## src/rtl/bitty_loader_pkg.sv

```systemverilog
// Shared definitions for the bitty program loader: FSM state encoding,
// data widths and the length-byte interpretation.
package bitty_loader_pkg;

  localparam int BYTE_W = 8;
  localparam int WORD_W = 16;

  // A length byte of zero requests a full-memory load.
  localparam bit LEN_ZERO_MEANS_FULL = 1'b1;

  typedef enum logic [2:0] {
    ST_IDLE = 3'd0,
    ST_LEN  = 3'd1,
    ST_LO   = 3'd2,
    ST_HI   = 3'd3,
    ST_WR   = 3'd4,
    ST_CHK  = 3'd5,
    ST_DONE = 3'd6
  } state_t;

endpackage

```

## src/rtl/loader_checksum.sv

```systemverilog
// 8-bit running sum over the load stream; the trailing check byte matches
// when it brings the accumulated sum to zero (two's-complement checksum).
module loader_checksum
  import bitty_loader_pkg::*;
(
  input  logic              clk,
  input  logic              reset,
  input  logic              i_clear,
  input  logic              i_add,
  input  logic [BYTE_W-1:0] i_byte,
  output logic              o_match
);

  logic [BYTE_W-1:0] r_sum;
  logic [BYTE_W-1:0] w_total;

  always_ff @(posedge clk) begin
    if (reset) begin
      r_sum <= '0;
    end else if (i_clear) begin
      r_sum <= '0;
    end else if (i_add) begin
      r_sum <= r_sum + i_byte;
    end
  end

  assign w_total = r_sum + i_byte;
  assign o_match = (w_total == '0);

endmodule

```

## src/rtl/bitty_program_loader.sv

```systemverilog
// Byte-stream program loader for the bitty instruction memory.
// Optional trailing checksum byte is enabled with BITTY_LOADER_CHECKSUM_EN.
module bitty_program_loader
  import bitty_loader_pkg::*;
#(
  parameter int ADDR_W    = 8,
  parameter int BASE_ADDR = 0
) (
  input  logic              clk,
  input  logic              reset,
  input  logic              start,
  input  logic              rx_valid,
  input  logic [BYTE_W-1:0] rx_data,
  output logic              rx_ready,
  output logic              mem_we,
  output logic [ADDR_W-1:0] mem_addr,
  output logic [WORD_W-1:0] mem_wdata,
  output logic              busy,
  output logic              load_done,
  output logic              core_run,
  output logic [ADDR_W:0]   words_loaded,
  output logic              error
);

  // Counter must hold both any length byte and the full-memory count.
  localparam int CNT_W = (ADDR_W + 1 > BYTE_W + 1) ? ADDR_W + 1 : BYTE_W + 1;
  localparam logic [CNT_W-1:0]  FULL_CNT = CNT_W'(1) << ADDR_W;
  localparam logic [ADDR_W:0]   FULL_WL  = {1'b1, {ADDR_W{1'b0}}};
  localparam logic [ADDR_W-1:0] BASE     = ADDR_W'(BASE_ADDR);

  state_t            r_state;
  logic [CNT_W-1:0]  r_n;
  logic [CNT_W-1:0]  r_cnt;
  logic [BYTE_W-1:0] r_lo;
  logic              r_mem_we;
  logic [ADDR_W-1:0] r_mem_addr;
  logic [WORD_W-1:0] r_mem_wdata;
  logic              r_load_done;
  logic              r_core_run;

  logic              w_fire;
  logic              w_start_ok;
  logic [CNT_W-1:0]  w_len_n;
  logic [CNT_W-1:0]  w_cnt_inc;

  assign rx_ready   = (r_state == ST_LEN) || (r_state == ST_LO) ||
                      (r_state == ST_HI)  || (r_state == ST_CHK);
  assign busy       = (r_state != ST_IDLE) && (r_state != ST_DONE);
  assign w_fire     = rx_valid && rx_ready;
  assign w_start_ok = start && ((r_state == ST_IDLE) || (r_state == ST_DONE));
  assign w_len_n    = (LEN_ZERO_MEANS_FULL && (rx_data == '0)) ? FULL_CNT : CNT_W'(rx_data);
  assign w_cnt_inc  = r_cnt + CNT_W'(1);

`ifdef BITTY_LOADER_CHECKSUM_EN
  logic r_error;
  logic w_chk_match;

  loader_checksum u_checksum (
    .clk     (clk),
    .reset   (reset),
    .i_clear (w_start_ok),
    .i_add   (w_fire && (r_state != ST_CHK)),
    .i_byte  (rx_data),
    .o_match (w_chk_match)
  );

  always_ff @(posedge clk) begin
    if (reset) begin
      r_error <= 1'b0;
    end else if (w_start_ok) begin
      r_error <= 1'b0;
    end else if ((r_state == ST_CHK) && w_fire) begin
      r_error <= !w_chk_match;
    end
  end

  assign error = r_error;
`else
  assign error = 1'b0;
`endif

  always_ff @(posedge clk) begin
    if (reset) begin
      r_state     <= ST_IDLE;
      r_n         <= '0;
      r_cnt       <= '0;
      r_lo        <= '0;
      r_mem_we    <= 1'b0;
      r_mem_addr  <= BASE;
      r_mem_wdata <= '0;
      r_load_done <= 1'b0;
      r_core_run  <= 1'b0;
    end else begin
      r_mem_we    <= 1'b0;
      r_load_done <= 1'b0;
      case (r_state)
        ST_IDLE, ST_DONE: begin
          if (start) begin
            r_state    <= ST_LEN;
            r_core_run <= 1'b0;
            r_cnt      <= '0;
          end
        end
        ST_LEN: begin
          if (w_fire) begin
            r_n     <= w_len_n;
            r_cnt   <= '0;
            r_state <= ST_LO;
          end
        end
        ST_LO: begin
          if (w_fire) begin
            r_lo    <= rx_data;
            r_state <= ST_HI;
          end
        end
        ST_HI: begin
          // Address and data are registered here so they are stable for the whole WR cycle.
          if (w_fire) begin
            r_mem_wdata <= {rx_data, r_lo};
            r_mem_addr  <= BASE + r_cnt[ADDR_W-1:0];
            r_mem_we    <= 1'b1;
            r_state     <= ST_WR;
          end
        end
        ST_WR: begin
          r_cnt <= w_cnt_inc;
          if (w_cnt_inc == r_n) begin
`ifdef BITTY_LOADER_CHECKSUM_EN
            r_state <= ST_CHK;
`else
            r_state     <= ST_DONE;
            r_load_done <= 1'b1;
            r_core_run  <= 1'b1;
`endif
          end else begin
            r_state <= ST_LO;
          end
        end
`ifdef BITTY_LOADER_CHECKSUM_EN
        ST_CHK: begin
          if (w_fire) begin
            r_state     <= ST_DONE;
            r_load_done <= 1'b1;
            r_core_run  <= w_chk_match;
          end
        end
`endif
        default: r_state <= ST_IDLE;
      endcase
    end
  end

  assign mem_we       = r_mem_we;
  assign mem_addr     = r_mem_addr;
  assign mem_wdata    = r_mem_wdata;
  assign load_done    = r_load_done;
  assign core_run     = r_core_run;
  assign words_loaded = (r_cnt >= FULL_CNT) ? FULL_WL : r_cnt[ADDR_W:0];

endmodule

```

## config.mk

```make
export PLATFORM = sky130hd
export DESIGN_NAME = bitty_program_loader
export DESIGN_NICKNAME = d
export VERILOG_FILES = /design/src/rtl/bitty_loader_pkg.sv /design/src/rtl/loader_checksum.sv /design/src/rtl/bitty_program_loader.sv
export SDC_FILE = /design/constraint.sdc
export NUM_CORES = 1
export LEC_CHECK = 0
export ABC_CLOCK_PERIOD_IN_PS = 2300
export CAP_MARGIN = 20
export CORE_MARGIN = 3
export CORE_UTILIZATION = 41
export CTS_CLUSTER_SIZE = 40
export DETAILED_ROUTE_END_ITERATION = 8
export DONT_BUFFER_PORTS = 1
export PLACE_DENSITY = 0.53
export SETUP_SLACK_MARGIN = 0.4
export SYNTH_ARGS = -nofsm -noshare
export SYNTH_HDL_FRONTEND = slang
export SYNTH_SLANG_ARGS = --single-unit
```

## constraint.sdc

```tcl
create_clock -name clk -period 2.3 [get_ports clk]
set_input_delay 0.46 -clock clk [delete_from_list [all_inputs] [get_ports clk]]
set_output_delay 0.46 -clock clk [all_outputs]
set_load 0.005 [all_outputs]
```

# After elaboration in Yosys (flattened, before gate mapping)

Cells that the tools add are included.

Input bits: 12
Bits in registers: 56
Logic and storage cells: 61
Memory bits (writable): 0
Latch bits: 0
Output and inout port bits: 39
ROM bits: 0
Memories: 0

$mul: 0
Shifts and indexed selects: 0
Eq/ne operators: 13
Divide/modulo/power cells: 0
Magnitude comparators: 1
Bitwise logic cells: 2
Mux-type cells: 16
Reductions and logical operators: 19
Add/subtract/negate cells: 1

Operators with widths:

| operator            | count |
|---|---|
| $mux 9              | 4 |
| $pmux 9 s3          | 1 |
| $mux 3              | 5 |
| $pmux 3 s5          | 1 |
| $ne 2x2->1 const B  | 5 |
| $add 9x1->9 const B | 1 |
| $eq 3x3->1 const B  | 3 |
| $eq 9x9->1          | 1 |
| $ge 9x9->1 const B  | 1 |
| $logic_not 8->1     | 1 |
| $eq 3x2->1 const B  | 2 |
| $reduce_and 2->1    | 3 |
| $reduce_and 3->1    | 2 |
| $reduce_bool 3->1   | 2 |
| $reduce_or 2->1     | 3 |
| $mux 1              | 4 |
| $reduce_and 4->1    | 1 |
| $eq 3x1->1 const B  | 1 |
| $logic_not 3->1     | 1 |
| $logic_or 1x1->1    | 3 |
| $ne 3x3->1 const B  | 1 |
| $logic_and 1x1->1   | 2 |
| $not 1->1           | 2 |
| $pmux 1 s2          | 1 |
| $reduce_bool 2->1   | 1 |

# Depth between registers and ports, before layout

Depth in word-level cells: 7
Depth in mapped cells: 8
Gate-level depth less buffers: 7

# Least setup slack after synthesis

OpenSTA, ideal clock, no wires.

Path kind: register -> register
From: register r_cnt[1]
To: register r_state[2]
Setup time: 86 ps
Clock period less this slack: 1936 ps
Setup slack: 364 ps
Buffers on the path: 0
Stages on the path, launching flop included: 7
Data required time: 2214 ps
Arrival: 1850 ps
Cells stage by stage: dfxtp_1 -> ha_1 -> or3b_2 -> a211o_1 -> nand3_1 -> o2111ai_2 -> a221oi_2

Longest elaborated chain between the ends: 4

RTL lines:

| element                  | RTL line                    | text |
|---|---|---|
| start: declaration       | bitty_program_loader.sv:33  | `logic [CNT_W-1:0] r_cnt;` |
| start signal: assignment | bitty_program_loader.sv:127 | `r_cnt <= w_cnt_inc;` |
| $add 9x1->9              | bitty_program_loader.sv:52  | `assign w_cnt_inc = r_cnt + CNT_W'(1);` |
| $eq 9x9->1               | bitty_program_loader.sv:128 | `if (w_cnt_inc == r_n) begin` |
| $mux 3                   | bitty_program_loader.sv:128 |  |
| $pmux 3 s5               | bitty_program_loader.sv:96  | `case (r_state)` |
| end signal: assignment   | bitty_program_loader.sv:99  | `r_state <= ST_LEN;` |
| end signal: assignment   | bitty_program_loader.sv:132 | `r_state <= ST_DONE;` |
| end signal: assignment   | bitty_program_loader.sv:137 | `r_state <= ST_LO;` |
| end: declaration         | bitty_program_loader.sv:31  | `state_t r_state;` |

No other way between the ends.
A chain may end at the register's enable or synchronous reset.

# Final worst setup path

From: register r_cnt[0]
To: register r_core_run (netlist: core_run)

Longest elaborated chain between the ends: 4

RTL lines:

| element                           | RTL line                    | text |
|---|---|---|
| $add 9x1->9                       | bitty_program_loader.sv:52  |  |
| $eq 9x9->1                        | bitty_program_loader.sv:128 |  |
| $ne 2x2->1 (no source line)       | --                          |  |
| $reduce_and 3->1 (no source line) | --                          |  |
| end signal: assignment            | bitty_program_loader.sv:92  | `r_core_run <= 1'b0;` |
| end signal: assignment            | bitty_program_loader.sv:100 | `r_core_run <= 1'b0;` |
| end signal: assignment            | bitty_program_loader.sv:134 | `r_core_run <= 1'b1;` |
| end: declaration                  | bitty_program_loader.sv:39  | `logic r_core_run;` |

No other way between the ends.

==> metrics <==
Clk Latency, worst-skew pair=310 ps; GP Congestion=about 0.8; clk slew on worst S/H paths=around 100 ps; vias in the first global route=2045; GRT Overall Usage=0.175; Syn Std Cell Area=between 2000 and 3000 sq um; worst reg2reg path depth=7; fin cells=roughly 400; PD cells=approximately 770 nW/um^2; slew at the pin with the worst max-slew slack=537 ps; P_sw=roughly 730 uW; Overflow after GRT=0; Post-Route Utilization=0.479; Placement Setup Slack=between 200 and 250 ps; Crit path depth=7; Worst setup SP type=register; Final Hold Fails=0; worst r2r src=r_cnt[0]; maximum buffer depth of the clock tree=2; FF+latch area=between 1000 and 1500 sq um; clock power share=0.250; setup violators final=0; Setup crit end kind=register; core area=about 6000 sq um; max_cap viols=0; CP max-delay cell=dfxtp_4; most common cell after layout, fill and taps aside=nand2_1; clk root buf=clkbuf_8; routed len/inst=between 15 and 20 um; ant diodes=0; count of cell types in the netlist=43; synthesized area per cell=7.86 sq um; antenna violations before repair=0; run status=complete, no violations; DR DRC count=0; Post-Syn Nets=339; r2r setup slk=around 460 ps; fmax=~540 MHz; Power Total=between 2 and 2.5 mW; hold path depth=1; design area=about 2900 sq um; Ys Warns=0; Post-DP HPWL=around 4300 um; Post-synth ARST share=0; crit-path cells=buf_6 -> nand4_4 -> or3_4 -> a2111oi_4 -> o2111ai_2 -> buf_4 -> a21oi_2; CTS tree=built; Initial Util=0.426; vias after detailed routing=~2.2k; period utilisation layout=0.800; sequential power share=0.504; Post-synth EDFFs=0; Buffers & Inverters on Critical Path=2; Final Max Slew Viols=0; final WL=between 6000 and 7000 um; commonest non-fill, non-tap cells in the layout=nand2_1 (75), dfxtp_1 (50), a21oi_1 (46), nor2_1 (29), buf_4 (18); P_int=1.48 mW; Synth Register Bits=between 50 and 60; Layout area overhead=12.4%; nets@finish=between 300 and 400; # hold bufs at CTS=0; I/O pins=between 50 and 60; Worst slew margin=0.641; hold slack=roughly 210 ps; Top FF cell, synth=dfxtp_1; WS Path Type=reg2reg; Arrival @ worst endpoint=approximately 2100 ps; Core Rows=28; fill count=~620; Sw Ratio=0.331; slowest stage delay, CP=400 ps; CP max FO=5; leakage power=1.04 nW; die area=~7200 sq um; Die Y-Extent=roughly 85 um; clock skew=4.36 ps; DRT iter0 DRCs=123; die width=about 85 um; CTS sink count=56; RR Endpoint=core_run; Worst Path Required=2550 ps; number of I/O port buffers=0; global-route wire length before repair=10200 um; H-tree levels=2; RSZ-0062 raised after global routing=true; Worst Hold End=mem_addr[4]; cts bufs inserted=5; vias per cell=approximately 5.3; sequential element share of the synthesized area=0.439; Comb power frac=0.246; drt first pass iters=4; # placed instances=389; Post-DRT Antenna Nets=0; area post-placement=between 2000 and 3000 sq um; largest net degree at the start of global routing=57; hold path start=reset; multi-input gate area in the final layout=1360 sq um; Gate Count Post-Synth=~330; total negative setup slack=0 ps; final worst path period need=1840 ps; layout cells sized above 1=0.149; worst vdd ir=between 0.0003 and 0.0004 V; Worst Hold Class=in2reg; PnR worst setup slack=460 ps; delay-heaviest family, CP=compound AO/OA/AOI/OAI gates
==> state kept, by name, indices dropped and copies added (netlist names) <==
| name | flops |
|---|---|
| mem_wdata | 16 |
| r_cnt | 9 |
| r_n | 9 |
| mem_addr | 8 |
| r_lo | 8 |
| r_state | 3 |
| core_run | 1 |
| load_done | 1 |
| mem_we | 1 |
==> cell usage after synthesis, types with 2 or more instances <==
cell type / instances / area share
nand2_1: 75 / 0.11
dfxtp_1: 56 / 0.44
a21oi_1: 47 / 0.092
nor2_1: 29 / 0.043
clkbuf_1: 20 / 0.029
o21ai_0: 10 / 0.020
inv_1: 8 / 0.012
mux2i_1: 8 / 0.031
xor2_1: 7 / 0.024
nor2b_1: 6 / 0.015
nand3_1: 5 / 0.0098
xnor2_1: 5 / 0.017
and3_1: 4 / 0.0098
nand4_1: 4 / 0.0098
a31oi_1: 3 / 0.0074
nor4_1: 3 / 0.0074
or4_1: 3 / 0.0088
buf_4: 2 / 0.0059
ha_1: 2 / 0.0098
nand2b_1: 2 / 0.0049
nor2_2: 2 / 0.0049
nor3_1: 2 / 0.0039
o22ai_1: 2 / 0.0049
==> area by class of cell <==
| type | count | area share |
|---|---|---|
| tap | 75 | 0.0327 |
| clock inverter | 3 | 0.00784 |
| sequential | 56 | 0.395 |
| clock buffer | 5 | 0.0240 |
| timing repair buffer | 20 | 0.0580 |
| inverter | 8 | 0.0105 |
| multi-input combinational | 237 | 0.472 |
==> what timing repair did <==
item,CTS,global route
setup endpoints to repair,4,3
setup buffers,2,5
gates resized for setup,8,9
pin swaps,3,8
==> how the worst max path moves through the flow <==
stage / endpoint / slack (ps) / start
2_1_floorplan: r_state[2] / 430 / r_cnt[1]
3_3_place_gp: r_state[2] / 290 / r_cnt[0]
3_5_place_dp: r_state[2] / 220 / r_cnt[0]
4_1_cts: core_run / 410 / r_cnt[1]
5_1_grt: core_run / 390 / r_cnt[0]
6_report: core_run / 460 / r_cnt[0]
==> power by group through the flow <==
stage                     Clock, mW  Sequential [mW]  Combinational, mW
after detailed placement          0             1.13              0.518
after floorplan                   0             1.08              0.434
final                         0.552             1.11              0.542
after global routing          0.614             1.12              0.604
after global placement            0             1.13              0.519
after CTS                     0.573             1.11              0.531
==> kinds of logic (layout without fill, tap and decap cells) <==
family / after synthesis / in the layout / share of synthesized area
adders and majority gates: 2 / 2 / 0.00980
other: 1 / 1 / 0.00147
muxes: 8 / 8 / 0.0314
DFF: 56 / 56 / 0.439
xor gates and xnor gates: 12 / 12 / 0.0412
and+or+nand+nor: 142 / 142 / 0.253
AOI/OAI and AO/OA: 72 / 72 / 0.171
buffers and inverters: 32 / 36 / 0.0534
==> layer usage <==
| metal | GRT usage | part of all wire | vias up |
|---|---|---|---|
| li1 | - | - | 1097 |
| met1 | 0.242 | 0.46 | 1000 |
| met2 | 0.269 | 0.46 | 53 |
| met3 | 0.0524 | 0.069 | 5 |
| met4 | 0.0460 | 0.0069 | 0 |
| met5 | 0 | 0 | - |
No activity file was read; power rests on OpenSTA's default activity.
